===== src/rtl/cache_controller_pkg.sv =====
// Shared types and geometry for the direct-mapped, write-back cache controller.
// One word per line, so a line index is simply the low address bits.
package cache_controller_pkg;

    localparam int ADDR_W = 10;
    localparam int DATA_W = 10;
    localparam int IDX_W  = 3;
    localparam int TAG_W  = 7;
    localparam int LINES  = 8;

    typedef enum logic [1:0] {
        COMPARE   = 2'd0,
        WRITEBACK = 2'd1,
        ALLOCATE  = 2'd2
    } state_t;

    typedef struct packed {
        logic              valid;
        logic              dirty;
        logic [TAG_W-1:0]  tag;
        logic [DATA_W-1:0] data;
    } line_t;

    function automatic logic [IDX_W-1:0] addr_idx(input logic [ADDR_W-1:0] addr);
        return addr[IDX_W-1:0];
    endfunction

    function automatic logic [TAG_W-1:0] addr_tag(input logic [ADDR_W-1:0] addr);
        return addr[ADDR_W-1:IDX_W];
    endfunction

endpackage


===== src/rtl/cache_controller_line_array.sv =====
// Line storage: valid/dirty flags (clearable) plus tag/data words (never reset).
// Asynchronous read, one synchronous full-line write port.
module cache_line_array
    import cache_controller_pkg::*;
(
    input  logic             clk,
    input  logic             clear,
    input  logic             we,
    input  logic [IDX_W-1:0] widx,
    input  line_t            wline,
    input  logic [IDX_W-1:0] ridx,
    output line_t            rline
);

    logic [LINES-1:0]  valid;
    logic [LINES-1:0]  dirty;
    logic [TAG_W-1:0]  tag  [LINES];
    logic [DATA_W-1:0] data [LINES];

    always_ff @(posedge clk) begin
        if (clear) begin
            valid <= '0;
            dirty <= '0;
        end else if (we) begin
            valid[widx] <= wline.valid;
            dirty[widx] <= wline.dirty;
        end
    end

    // Tag/data carry no reset; a clear only has to invalidate the lines.
    always_ff @(posedge clk) begin
        if (we && !clear) begin
            tag[widx]  <= wline.tag;
            data[widx] <= wline.data;
        end
    end

    always_comb begin
        rline       = '0;
        rline.valid = valid[ridx];
        rline.dirty = dirty[ridx];
        rline.tag   = tag[ridx];
        rline.data  = data[ridx];
    end

endmodule


===== src/rtl/cache_controller.sv =====
// Direct-mapped write-back/write-allocate cache between the CPU pipeline and a
// handshaked backing RAM. Hits complete combinationally; misses stall via cache_Ready.
module cache_controller
    import cache_controller_pkg::*;
(
    input  logic              clk,
    input  logic              reset,
    input  logic [ADDR_W-1:0] cpu_addr,
    input  logic [DATA_W-1:0] cpu_wdata,
    input  logic              cpu_read,
    input  logic              cpu_write,
    output logic [DATA_W-1:0] cpu_rdata,
    output logic              cache_Ready,
    output logic [ADDR_W-1:0] mem_addr,
    output logic [DATA_W-1:0] mem_wdata,
    output logic              mem_read,
    output logic              mem_write,
    input  logic [DATA_W-1:0] mem_rdata,
    input  logic              mem_ready
);

    state_t           state;
    line_t            line;
    line_t            wline;
    logic             we;
    logic             req;
    logic             hit;
    logic [IDX_W-1:0] idx;
    logic [TAG_W-1:0] tag;

    assign idx = addr_idx(cpu_addr);
    assign tag = addr_tag(cpu_addr);
    assign req = cpu_read | cpu_write;
    assign hit = req && line.valid && (line.tag == tag);

    cache_line_array u_lines (
        .clk   (clk),
        .clear (reset),
        .we    (we),
        .widx  (idx),
        .wline (wline),
        .ridx  (idx),
        .rline (line)
    );

    assign cpu_rdata   = line.data;
    assign cache_Ready = (state == COMPARE) && (!req || hit);
    assign mem_addr    = (state == WRITEBACK) ? {line.tag, idx} : cpu_addr;
    assign mem_wdata   = line.data;

    // Array update; a write beats a read when both are requested. Reset
    // suppresses any update so an aborted transaction leaves no trace.
    always_comb begin
        we    = 1'b0;
        wline = line;
        case (state)
            COMPARE: begin
                if (hit && cpu_write) begin
                    we          = 1'b1;
                    wline.data  = cpu_wdata;
                    wline.dirty = 1'b1;
                end
            end
            WRITEBACK: begin
                if (mem_ready) begin
                    we          = 1'b1;
                    wline.dirty = 1'b0;
                end
            end
            ALLOCATE: begin
                if (mem_ready) begin
                    we          = 1'b1;
                    wline.valid = 1'b1;
                    wline.dirty = 1'b0;
                    wline.tag   = tag;
                    wline.data  = mem_rdata;
                end
            end
            default: we = 1'b0;
        endcase
        if (reset)
            we = 1'b0;
    end

    // Strobes are registered alongside the state so they change only on edges
    // and can never overlap: WRITEBACK->ALLOCATE swaps them on the same edge.
    always_ff @(posedge clk) begin
        if (reset) begin
            state     <= COMPARE;
            mem_read  <= 1'b0;
            mem_write <= 1'b0;
        end else begin
            case (state)
                COMPARE: begin
                    if (req && !hit) begin
                        if (line.valid && line.dirty) begin
                            state     <= WRITEBACK;
                            mem_write <= 1'b1;
                        end else begin
                            state    <= ALLOCATE;
                            mem_read <= 1'b1;
                        end
                    end
                end
                WRITEBACK: begin
                    if (mem_ready) begin
                        state     <= ALLOCATE;
                        mem_write <= 1'b0;
                        mem_read  <= 1'b1;
                    end
                end
                ALLOCATE: begin
                    if (mem_ready) begin
                        state    <= COMPARE;
                        mem_read <= 1'b0;
                    end
                end
                default: begin
                    state     <= COMPARE;
                    mem_read  <= 1'b0;
                    mem_write <= 1'b0;
                end
            endcase
        end
    end

endmodule


===== config.mk =====
export PLATFORM = sky130hd
export DESIGN_NAME = cache_controller
export DESIGN_NICKNAME = d
export VERILOG_FILES = /design/src/rtl/cache_controller_pkg.sv /design/src/rtl/cache_controller_line_array.sv /design/src/rtl/cache_controller.sv
export SDC_FILE = /design/constraint.sdc
export NUM_CORES = 1
export LEC_CHECK = 0
export BUFFER_PORTS_ARGS = -buffer_cell sky130_fd_sc_hd__buf_2
export CAP_MARGIN = 20
export CORE_MARGIN = 1
export CORE_UTILIZATION = 24
export CTS_CLUSTER_SIZE = 28
export DETAILED_ROUTE_END_ITERATION = 8
export HOLD_SLACK_MARGIN = 0.15
export PLACE_DENSITY = 0.4
export SETUP_SLACK_MARGIN = 0.4
export SKIP_LAST_GASP = 1
export SLEW_MARGIN = 20
export SYNTH_ARGS = -nofsm -noshare
export SYNTH_HDL_FRONTEND = slang
export SYNTH_HIERARCHICAL = 1
export SYNTH_SLANG_ARGS = --single-unit
export TNS_END_PERCENT = 5

===== constraint.sdc =====
create_clock -name clk -period 5.2 [get_ports clk]
set_input_delay 0.52 -clock clk [delete_from_list [all_inputs] [get_ports clk]]
set_output_delay 0.52 -clock clk [all_outputs]
set_load 0.005 [all_outputs]

==> flow_summary.ini <==
[drt]
ant_nets = 0
drc = 0
dr.pass1.iters = 4
vias = 3918
viasPerCell = 4.427
wirelength_microns = 16930
drtIter0Drc = 253
avgRoutedWirePerCell_microns = 19.13

[layout]
area_growth_pct = 19.38
drive_above_1_share_pct = 36.33
fillCellCount = 2914
diodes = 0
fin_cells = 885
nNetsFinal = 527

[floorplanning]
die_x_microns = 172.9
rows = 62
initial_core_util_pct = 24.43
fp.dieArea_sq_um = 29900
coreArea_sq_um = 28700
io_pins = 68
die_y_microns = 172.9

[yosys]
synthSimpleGateAreaFrac_pct = 6.834
async_flop_share_pct = 0
yosys_warnings = 6
yosys.area.top_type = edfxtp_1
avgSynthCellArea_sq_um = 16.73
postSynthCellCount = 419
netlist_area_sq_um = 7012
yosysMostFrequentCell = edfxtp_1
muxShareOfSynthArea_pct = 20.36
synth-edff-count = 136
ys_types = 43
syn-num-nets = 458
synthTopCellsByArea = edfxtp_1 (58%), mux4_2 (9.0%), dfxtp_1 (5.7%)
synth-main-ff-cell = edfxtp_1
ys_seq_area_share_pct = 63.95
synth-xor-area-share_pct = 0.8744
synth_compound_area_share_pct = 3.712
ys_ff_latch = 156
ys_top_cells_by_count = edfxtp_1 (136), nand2_1 (38), mux4_2 (28)
synth_top_family_by_area = multiplexers
synthAdderAreaFrac_pct = 0.7138
yosysTopAreaCellShare_pct = 58.24

[place]
port_buffers = 67
gp_congestion = 0.7056
hpwl_microns = 10760
dp.cells = 853

[worst_hold_path]
hp-class = reg -> reg
hold_start = mem_read

[flow_run]
max-cap-violations = 0

[worst_setup_path]
worstSetupPathType = in -> reg
cp.buffers_inverters = 4
crit_family = buffers and inverters
cpPeakStageDelay_ns = 0.53
cp.required_ns = 5.28
cp-start-kind = input port
reg2reg_from = u_lines/tag[5][3]
crit_slowest_cell = mux4_2
cpMostUsedCell = buf_4
path_max_fanout = 17
crit_chain = buf_2, buf_4, mux4_2, mux2_4, xnor2_1, nand3_1, nor3_4, a22oi_1, nor3_1, buf_4, nand4b_1, nor2_1, buf_4
arrival_ns = 4.03
critPathLaunch = cpu_addr[0]
crit_path_end_kind = register

[pwr]
total_power_mw = 2.984
p_per_area_nw_per_um2 = 356.5
p_leak_nw = 2.934
vdd_ir_drop_max_uv = 206.8

[clock_tree]
cts_tree = built
root_buffer = clkbuf_16
clock_path_buffers = 2
cts-resized-gates = 0
clkTransAtPathRegs_ns = 0.07
cts_setup_buffers = 0
htreeDepth = 4
cts_hold_buf = 0
clkLatencyLatePin_ns = 0.43
clock-sinks = 156
cts_made_buffers = 17

[grt]
antenna_found_initial = 0
grt_max_degree = 32
grt.overflow.total = 0
first_global_vias = 4087
grt_pass1_wl_microns = 25510
track_usage_pct = 11.75

[timing]
relSlewSlack_pct = 35.62
finalHoldViolations = 0
grt_setup_unrepaired = false
worst_pin_slew_ns = 0.9656
clock_skew_ns = 0.01677
fin_tns_setup_ns = 0
setup_violations = 0
fmax_mhz = 253.6
period_share_pct = 75.84
maxSlewViolCount = 0
period_minus_slack_ns = 3.944

[run_status]
status = complete, no violations
==> layout by cell type (no fill, tap or decap), types with 5 or more instances in the layout <==
master	instances
mux2_2	7
xnor2_1	7
buf_2	67
nand3_1	11
inv_1	5
edfxtp_1	136
mux2_4	19
buf_4	17
o211ai_1	10
mux4_1	10
mux4_2	28
nor2_1	25
nand2_1	38
a22oi_1	10
mux2i_1	17
clkbuf_16	17
dfxtp_1	20
==> worst paths after layout <==
path | to | slack, ns | depth (start not counted)
setup / recovery | u_lines/tag[6][6] | 1.26 | 13
hold / removal | mem_read | 0.49 | 2
setup reg to reg | u_lines/tag[6][6] | 1.62 | 11
hold reg to reg | mem_read | 0.49 | 2
==> tightest hold or removal path, stage by stage (launching register included) <==
cell,delay (ns)
dfxtp_1,0.31
inv_1,0.07
a2111oi_1,0.06
==> registers in the layout, summed over array words and instances (netlist names) <==
| register | cells |
|---|---|
| u_lines/dirty | 8 |
| mem_write | 1 |
| state | 2 |
| mem_read | 1 |
| u_lines/valid | 8 |
| u_lines/tag | 56 |
| u_lines/data | 80 |
==> kinds of logic (layout without fill, tap and decap cells) <==
| logic type | count (synthesis) | after routing |
|---|---|---|
| AO/OA/AOI/OAI | 35 | 35 |
| XOR/XNOR | 7 | 7 |
| adder cells (fa/ha/maj) | 4 | 4 |
| buffers and inverters | 39 | 121 |
| flip-flops | 156 | 156 |
| multiplexers | 81 | 81 |
| AND/OR/NAND/NOR | 97 | 97 |
==> per-layer routing <==
layer	up-vias	GRT usage [%]	share of wire (%)
met2	82	18.92	48
met4	0	3.650	0.89
li1	1792	-	-
met5	-	0	0
met3	10	2.331	3.3
met1	2034	15.93	48
==> where the power goes <==
group | internal, mW | switching, mW | leakage [nW]
sequential | 1.41 | 0.00295 | 1.38
combinational | 0.102 | 0.169 | 1.24
clock | 0.775 | 0.529 | 0.308
total | 2.28 | 0.701 | 2.93
==> through the flow <==
step	hold slack (ns)	area (sq um)	utilization (%)	setup slack [ns]
6_report	0.4877	8371	29.16	1.256
2_1_floorplan	0.4514	7012	-	0.9430
3_5_place_dp	0.4823	7741	26.97	0.7671
3_3_place_gp	0.4750	7741	26.97	0.8197
4_1_cts	0.4926	8367	29.15	1.213
5_1_grt	0.5202	8371	29.16	0.9286
==> final cells by class <==
class                   count  area (sq um)  share of cell area (%)
clock inverters            15         200.2                   2.392
well taps                 384         480.5                   5.740
clock buffers              17         425.4                   5.082
inverters                   5         18.77                  0.2242
multi-input cells         224          2298                   27.46
flip-flops and latches    156          4484                   53.57
repair buffers             84         462.9                   5.531
Power figures use the tool's default switching activity.
